<file path="config.mk">
export PLATFORM = sky130hd
export DESIGN_NAME = env_vca
export DESIGN_NICKNAME = d
export VERILOG_FILES = /design/src/rtl/env_vca.sv
export SDC_FILE = /design/constraint.sdc
export NUM_CORES = 1
export LEC_CHECK = 0
export ABC_AREA = 1
export CAP_MARGIN = 0
export CORE_MARGIN = 5
export CORE_UTILIZATION = 35
export DETAILED_ROUTE_END_ITERATION = 12
export DONT_BUFFER_PORTS = 1
export PLACE_DENSITY = 0.48
export SYNTH_ARGS = -nofsm -noshare
export SYNTH_HDL_FRONTEND = slang
export SYNTH_SLANG_ARGS = --single-unit
</file>
<file path="constraint.sdc">
create_clock -name clk -period 3.2 [get_ports clk]
set_input_delay 0.64 -clock clk [delete_from_list [all_inputs] [get_ports clk]]
set_output_delay 0.64 -clock clk [all_outputs]
set_load 0.005 [all_outputs]
</file>
<file path="src/rtl/env_vca.sv">
// Envelope-controlled amplifier: scales a signed sample by an unsigned gain with an
// 8-cycle shift-add multiplier, plus an optional first-order delta-sigma output.
module env_vca #(
  parameter bit PDM_EN = 1'b1
) (
  input  logic       clk,
  input  logic       rst,
  input  logic       sample_valid,
  input  logic [7:0] sample,
  input  logic [7:0] envelope,
  output logic       busy,
  output logic       out_valid,
  output logic [7:0] out,
  output logic       overrun,
  output logic       pdm_out
);

  typedef enum logic {IDLE, MUL} state_t;

  state_t      state, state_nx;
  logic [7:0]  smp_reg;
  logic [7:0]  env_reg;
  logic [2:0]  cnt;
  logic [15:0] prod;
  logic [15:0] addend;
  logic [15:0] prod_sum;

  // One envelope bit per cycle, LSB first: add the sign-extended sample shifted into place.
  always_comb begin
    addend   = 16'd0;
    if (env_reg[cnt])
      addend = {{8{smp_reg[7]}}, smp_reg} << cnt;
    prod_sum = prod + addend;
  end

  always_ff @(posedge clk or posedge rst) begin
    if (rst) state <= IDLE;
    else     state <= state_nx;
  end

  always_comb begin
    state_nx = state;
    case (state)
      IDLE: if (sample_valid) state_nx = MUL;
      MUL:  if (cnt == 3'd7)  state_nx = IDLE;
      default: state_nx = IDLE;
    endcase
  end

  // Operands are captured on acceptance so input changes mid-multiply cannot leak in.
  always_ff @(posedge clk or posedge rst) begin
    if (rst) begin
      smp_reg   <= 8'd0;
      env_reg   <= 8'd0;
      cnt       <= 3'd0;
      prod      <= 16'd0;
      out       <= 8'd0;
      out_valid <= 1'b0;
      overrun   <= 1'b0;
    end else begin
      out_valid <= 1'b0;
      overrun   <= 1'b0;
      case (state)
        IDLE: begin
          if (sample_valid) begin
            smp_reg <= sample;
            env_reg <= envelope;
            cnt     <= 3'd0;
            prod    <= 16'd0;
          end
        end
        MUL: begin
          prod <= prod_sum;
          cnt  <= cnt + 3'd1;
          if (sample_valid) overrun <= 1'b1;
          if (cnt == 3'd7) begin
            out       <= prod_sum[15:8];
            out_valid <= 1'b1;
          end
        end
        default: ;
      endcase
    end
  end

  assign busy = (state == MUL);

  generate
    if (PDM_EN) begin : g_pdm
      logic [7:0] level;
      logic [7:0] acc;
      logic [8:0] acc_sum;
      logic       pdm_reg;

      // Offset-binary level so silence maps to a 50% duty bitstream.
      assign level   = out ^ 8'h80;
      assign acc_sum = {1'b0, acc} + {1'b0, level};

      always_ff @(posedge clk or posedge rst) begin
        if (rst) begin
          acc     <= 8'd0;
          pdm_reg <= 1'b0;
        end else begin
          acc     <= acc_sum[7:0];
          pdm_reg <= acc_sum[8];
        end
      end

      assign pdm_out = pdm_reg;
    end else begin : g_no_pdm
      assign pdm_out = 1'b0;
    end
  endgenerate

endmodule
</file>
After elaboration in Yosys (flattened, before gate mapping)
Cells that the tools add are included.
{"block": "word_totals", "wordCells": 34, "out_inout_bits": 12, "ff_bits": 55}
{"block": "classes", "eq_ne": 2, "reduce_logical": 2, "mux": 13, "n_addsub": 3, "order_cmp": 1, "shifts": 1, "bitwise_logic": 2}
{"operator": "$mux 16", "count": 2}
{"operator": "$pmux 16 s2", "count": 1}
{"operator": "$add 16x16->16", "count": 1}
{"operator": "$shl 16x3->16", "count": 1}
{"operator": "$add 8x8->9", "count": 1}
{"operator": "$mux 1", "count": 6}
{"operator": "$pmux 3 s2", "count": 1}
{"operator": "$lt 3x4->1 const B", "count": 1}
{"operator": "$reduce_and 2->1", "count": 2}
{"operator": "$add 3x1->3 const B", "count": 1}
{"operator": "$bmux 1 s3", "count": 1}
{"operator": "$eq 3x3->1 const B", "count": 1}
{"operator": "$mux 3", "count": 1}
{"operator": "$ne 2x2->1 const B", "count": 1}
{"operator": "$not 1->1", "count": 2}
{"operator": "$pmux 1 s2", "count": 1}

Logic depth before layout (Yosys ltp)
Gate-level depths: netlist of the first run.
{"block": "depth", "word_depth": 5, "mapped_depth": 21, "ltp_nobuf": 19}

Worst setup path after synthesis of the first run
Ideal clock, no wire load.
{"block": "synth_path", "path_kind": "reg2reg", "start": "reg cnt[0]", "end": "reg out[7]", "t_arrival_ns": 2.227, "synth_period_minus_slack_ns": 2.344, "path_slack_ns": 0.856, "stages_incl_launch_ff": 18, "setup_ns": 0.118, "cell_sequence": "dfrtp_1 buf_6 buf_4 nand2_1 a21oi_1 a31oi_1 nor2_1 o21ai_1 inv_1 ha_1 nand2_1 inv_2 a21oi_1 nand2_1 a21oi_1 nand3_2 nand3_1 nand2_1"}
{"block": "synth_between", "elab_chain_cells": 4, "elab_cells_between_ends": 7, "classes_between": "add/sub (1); eq/ne (1); shift (1); mux (3); reduce/logical (1)"}
{"item": "start, declared", "line_no": "23", "rtl": "logic [2:0] cnt;"}
{"item": "start signal, assigned", "line_no": "74", "rtl": "cnt <= cnt + 3'd1;"}
{"item": "$bmux 1 s3", "line_no": "31", "rtl": "if (env_reg[cnt])"}
{"item": "$mux 1 (implied by the code)", "line_no": "31"}
{"item": "$mux 16", "line_no": "31"}
{"item": "$add 16x16->16", "line_no": "33", "rtl": "prod_sum = prod + addend;"}
{"item": "end signal, assigned", "line_no": "77", "rtl": "out <= prod_sum[15:8];"}
{"item": "end, declared", "line_no": "13", "rtl": "output logic [7:0] out,"}
Several ways; a longest one is shown, not always the timed one. The select of a mux whose other input is x is not followed.
A chain may end at the register's enable or synchronous reset.

Worst setup path after layout of the first run
{"block": "layout_path", "start": "reg cnt[0]", "end": "reg prod[14]"}
{"block": "layout_between", "elab_chain_cells": 5, "elab_cells_between_ends": 6, "classes_between": "add/sub (1); shift (1); mux (4)"}
{"item": "$bmux 1 s3", "line_no": "31"}
{"item": "$mux 1 (implied by the code)", "line_no": "31"}
{"item": "$mux 16 (*)", "line_no": "31"}
{"item": "$add 16x16->16 (*)", "line_no": "33"}
{"item": "$pmux 16 s2 (*)", "line_no": "63", "rtl": "case (state)"}
{"item": "end signal, assigned", "line_no": "73", "rtl": "prod <= prod_sum;"}
{"item": "end, declared", "line_no": "24", "rtl": "logic [15:0] prod;"}
Mark *: on every way between the ends. The rest lies on a longest branch, timed or not. The select of a mux whose other input is x is not followed.

==> results of run 1 <==
## how the worst min path moves through the flow
stage | endpoint | slack [ns] | cells past startpoint
detailed placement | g_pdm.acc[0] | 0.46 | 1
global placement | g_pdm.acc[0] | 0.45 | 1
floorplan | g_pdm.acc[0] | 0.44 | 1
CTS | env_reg[1] | 0.43 | 2
finish | prod[7] | 0.40 | 2
global route | overrun | 0.42 | 2
## logic make-up (layout without fill, tap and decap cells)
kind of cell / Yosys count / count (layout)
adder cells (fa/ha/maj): 27 / 27
XOR/XNOR: 7 / 7
flip-flops: 55 / 55
multiplexers: 9 / 9
AO/OA/AOI/OAI: 71 / 71
buffers and inverters: 74 / 74
AND/OR/NAND/NOR: 225 / 225
## cells in the mapped netlist, drive strengths merged, types with 2 or more instances
cell type    n
nor3         5
xor2         5
or2          3
o21bai       3
inv         63
mux2         7
o21ai       32
nand3       38
a21oi       29
nand4        2
buf         10
a21o         2
nand2      144
a31oi        2
xnor2        2
mux2i        2
ha          25
fa           2
nor2        30
dfrtp       55
## layer usage
layer / global-route usage (%) / up-vias
li1: - / 1504
met1: 18.3 / 1300
met2: 23.3 / 37
met3: 2.57 / 5
met4: 2.46 / 0
met5: 0 / -
## through the flow
step,cell area (µm²),hold slack (ns),instances,util (%)
after floorplan,3550,0.443,468,-
after global placement,3680,0.454,593,37.5
after detailed placement,3680,0.462,593,37.5
after CTS,3780,0.426,601,38.5
after global routing,3780,0.416,601,38.5
final,3780,0.405,601,38.5
## cell type report
| cell class | instances | area, µm² | share of cell area [%] |
|---|---|---|---|
| Clock buffer | 7 | 96.3 | 2.55 |
| Clock inverter | 1 | 7.51 | 0.198 |
| Inverter | 63 | 239 | 6.32 |
| Multi-Input combinational cell | 339 | 1870 | 49.5 |
| Sequential cell | 55 | 1380 | 36.4 |
| Tap cell | 133 | 166 | 4.40 |
| Timing Repair Buffer | 3 | 22.5 | 0.595 |
## repair_timing
item                                   4_1_cts  5_1_grt
resized for setup                            0        1
endpoints found under the hold margin        0        0
setup endpoints to repair                    0        9
setup buffers                                0        0
## worst max-delay path: cells and delay by family (launching register included)
family	cells	cell delay (ns)
and+or+nand+nor	14	1.30
adders and majority gates	2	0.61
DFF	1	0.59
buffers and inverters	3	0.22
==> reports/metrics.cfg, run 1 <==
[status]
run_status = finished clean

[yosys]
synth_area_um2 = 3550
synth_seq_area_share_pct = 38.7
ys_ff_latch = 55
syn_inst = 468
yosys.area_share.xor_xnor_pct = 1.72
synth_top_area_cell = dfrtp_1
yosys.area_share.simple_pct = 27.5
async_flop_share_pct = 100
synth_edf_count = 0
synth_top_area_share_pct = 38.7
yosysWarnings = 0
synth.avg_cell_area_um2 = 7.60
syn_nets = 514
ys_types = 39
synth_flop_cell = dfrtp_1
synth_compound_area_share_pct = 10.8
synthAdderAreaFrac_pct = 9.93
synthTopCellsByArea = dfrtp_1 39%, nand2_1 14%, ha_1 8.8%
muxShareOfSynthArea_pct = 2.78
synth_top_family_by_area = simple AND/OR/NAND/NOR gates

[clock_tree]
clock-root-buffer = clkbuf_8
h-tree-depth = 2
cts.sinks = 55
cts_tree = done
worstSkewPairLatency_ns = 0.32
cts.clk_slew.worst_paths_ns = 0.11
cts_buffers = 5
ctsHoldBuffers = 0
clk_path_buf_depth = 2

[worst_setup_path]
critPathCaptureType = flop
cpMostUsedCell = nand2_1
required_ns = 3.41
worst_setup_path_start_kind = flop
endpoint = prod[14]
worstPathArrival_ns = 3.02
cp_max_fo = 20
max_stage_delay_ns = 0.59
slowest_stage = dfrtp_2
path_cells = inv_4 > nand2_2 > nand3_2 > nand2_2 > nand2_4 > nor3_1 > ha_1 > inv_1 > fa_1 > inv_1 > nand3_1 > nand2_1 > nand2_1 > nand2_2 > nand3_1 > nand2_1 > nand2_1 > nand3_1 > nand2_1
regToRegEndpoint = prod[14]
startpoint = cnt[0]
ff2ff_setup_slack_ns = 0.39
timing.rr.start = cnt[0]
worstSetupPathType = flop to flop
rr_worst_depth = 19

[grt]
grt_pass1_wl_mm = 14.1
grt_pass1_vias = 2865
antenna_found_initial = 0
grt.total_usage_pct = 13.7
overflow = 0
grt_max_degree = 56

[detailed_routing]
wirelength_met1_mm = 4.01
drt_iter0_drc = 178
viasPerCell = 4.74
vias = 2846
postRouteAntennaNets = 0
dr.pass1.iters = 4
top_layer_used = met4
dr_wl_met2_mm = 3.76
routedWlPerCell_um = 13.4
drc = 0
wl_mm = 8.08
wl_met3_um = 251

[finish]
mostFrequentLayoutCell = nand2_1
largest_reg_flops = 16
area.growth.synth_to_final_pct = 6.44
antennaDiodeCount = 0
final_cell_mix = 134 x nand2_1, 55 x inv_1, 54 x dfrtp_1, 36 x nand3_1, 29 x nor2_1
drive_gt1_share_pct = 8.55
fin_nets = 513
nFillCells = 1089
top_register = prod

[hold_path]
hold_class = primary input to asynchronous set/reset pin

[timing]
layout_setup_ws_ns = 0.385
finalSetupViolations = 0
worstMarginPinSlew_ns = 0.752
timing.final.crit_period_ns = 2.81
finalSetupTns_ns = 0
hold_viol = 0
post-route-period-util_pct = 88.0
clock.fmax_mhz = 355
slew-limit-headroom_pct = 49.8
skew_ns = 0.0143
rsz0062_at_grt = no
slew_violations = 0

[placed_design]
dp_slack_ns = 0.166
hpwl_mm = 6.24
port_buffers = 0
gp_congestion = 0.859

[die]
die_height_um = 111
dieWidth_um = 111
initial_core_util_pct = 36.2
dieArea_um2 = 12300
std_cell_rows = 36
io_pins = 31
coreArea_um2 = 9820

[job]
cap_violations = 0

Power of run 1 is left out: the tool's default activity adds up to more than one toggle a clock period on the data nets, which glitch-free logic cannot reach.
==> inputs of run 2 (changes only) <==
Clock period 3.2 ns to 2.82 ns, I/O delays scaled along.
==> reports/metrics.cfg, run 2 (synthesis results as in run 1) <==
[placed_design]
gp_congestion = 0.866
hpwl_mm = 6.25
port_buffers = 0
dp_slack_ns = 0.0470
placedCellCount = 601

[clock_tree]
cts.clk_slew.worst_paths_ns = 0.11
cts_buffers = 5
cts_tree = done
worstSkewPairLatency_ns = 0.32
cts.sinks = 55
ctsHoldBuffers = 0
clock-root-buffer = clkbuf_8
clk_path_buf_depth = 2
h-tree-depth = 2

[finish]
largest_reg_flops = 16
mostFrequentLayoutCell = nand2_1
drive_gt1_share_pct = 12.6
nFillCells = 1087
antennaDiodeCount = 0
top_register = prod
final_cell_mix = 133 x nand2_1, 55 x inv_1, 54 x dfrtp_1, 36 x nand3_1, 29 x nor2_1
fin_nets = 523
area.growth.synth_to_final_pct = 9.43
instances_no_fill = 611

[detailed_routing]
wirelength_met1_mm = 3.93
routedWlPerCell_um = 13.1
drt_iter0_drc = 141
top_layer_used = met4
wl_met3_um = 265
viasPerCell = 4.70
vias = 2870
postRouteAntennaNets = 0
dr_wl_met2_mm = 3.68
dr.pass1.iters = 4
drc = 0
wl_mm = 8.01

[die]
initial_core_util_pct = 36.2
coreArea_um2 = 9820
dieWidth_um = 111
io_pins = 31
dieArea_um2 = 12300
std_cell_rows = 36
die_height_um = 111

[worst_setup_path]
required_ns = 3.04
startpoint = cnt[0]
worstSetupPathType = flop to flop
worst_setup_path_start_kind = flop
cp_max_fo = 6
worstPathArrival_ns = 2.84
slowest_stage = dfrtp_2
path_cells = buf_4 > nand2_1 > nand3_2 > nand2_2 > nand2_4 > nor3_2 > ha_2 > inv_1 > fa_2 > inv_1 > nand3_1 > nand2_2 > nand2_1 > nand2_2 > nand3_1 > nand2_1 > nand2_1 > nand3_1 > nand2_1
cpMostUsedCell = nand2_1
timing.rr.start = cnt[0]
critPathCaptureType = flop
max_stage_delay_ns = 0.47
ff2ff_setup_slack_ns = 0.20

[timing]
slew-limit-headroom_pct = 67.8
clock.fmax_mhz = 382
layout_setup_ws_ns = 0.199
hold_viol = 0
timing.final.crit_period_ns = 2.62
slew_violations = 0
skew_ns = 0.00786
rsz0062_at_grt = yes
post-route-period-util_pct = 92.9
finalSetupViolations = 0
worstMarginPinSlew_ns = 0.483

[job]
cap_violations = 0

[grt]
overflow = 0
grt_pass1_vias = 2937
grt_max_degree = 56
antenna_found_initial = 0
grt_pass1_wl_mm = 13.9
grt.total_usage_pct = 13.5

[status]
run_status = finished clean

[hold_path]
hold_class = primary input to asynchronous set/reset pin

-- run 2: cell count changes in the layout (fill, tap and decap cells not counted), sizes merged --
cell	previous run	this run
clkinvlp	1	2
clkbuf	7	5
clkinv	0	1
buf	3	13
-- run 2: timing repair --
action,in CTS,in global routing
setup buffers,0,2
gates resized for setup,0,16
endpoints found under the setup margin,0,17
-- run 2: final timing paths --
kind	to	cells after the start
setup / recovery	out[6]	19
hold / removal	env_reg[1]	2
setup reg to reg	out[6]	19
hold reg to reg	g_pdm.acc[0]	1
max in group asynchronous	cnt[0]	2
min in group clk	overrun	2
-- run 2: layout make-up --
| cell class | count | area, µm² | share of cell area, % |
|---|---|---|---|
| timing repair buffer | 13 | 110 | 2.83 |
| clock inverter | 3 | 20.0 | 0.515 |
| clock buffer | 5 | 68.8 | 1.77 |
| sequential | 55 | 1380 | 35.4 |
| tap | 133 | 166 | 4.28 |
| inverter | 63 | 239 | 6.14 |
| multi-input combinational | 339 | 1910 | 49.1 |
-- run 2: worst max-delay path: cells and delay by family (launching register included) --
family / cells / cell delay [ns]
adder cells (fa/ha/maj): 2 / 0.55
buffers and inverters: 3 / 0.28
AND/OR/NAND/NOR: 14 / 1.20
flip-flops: 1 / 0.47
-- run 2: metal layers --
layer	GRT usage (%)	vias up
met5	0	-
met4	3.86	0
met3	2.57	9
met2	22.3	42
met1	18.0	1301
li1	-	1518
-- run 2: metrics by stage --
stage / hold WS, ns / util (%) / instance area, µm² / TNS [ns]
3_3_place_gp: 0.454 / 38.2 / 3750 / 0
6_report: 0.164 / 39.6 / 3890 / 0
2_1_floorplan: 0.443 / - / 3550 / 0
3_5_place_dp: 0.460 / 38.2 / 3750 / 0
4_1_cts: 0.170 / 39.1 / 3840 / 0
5_1_grt: 0.183 / 39.6 / 3890 / -0.175
Power of run 2 is left out for the same reason.
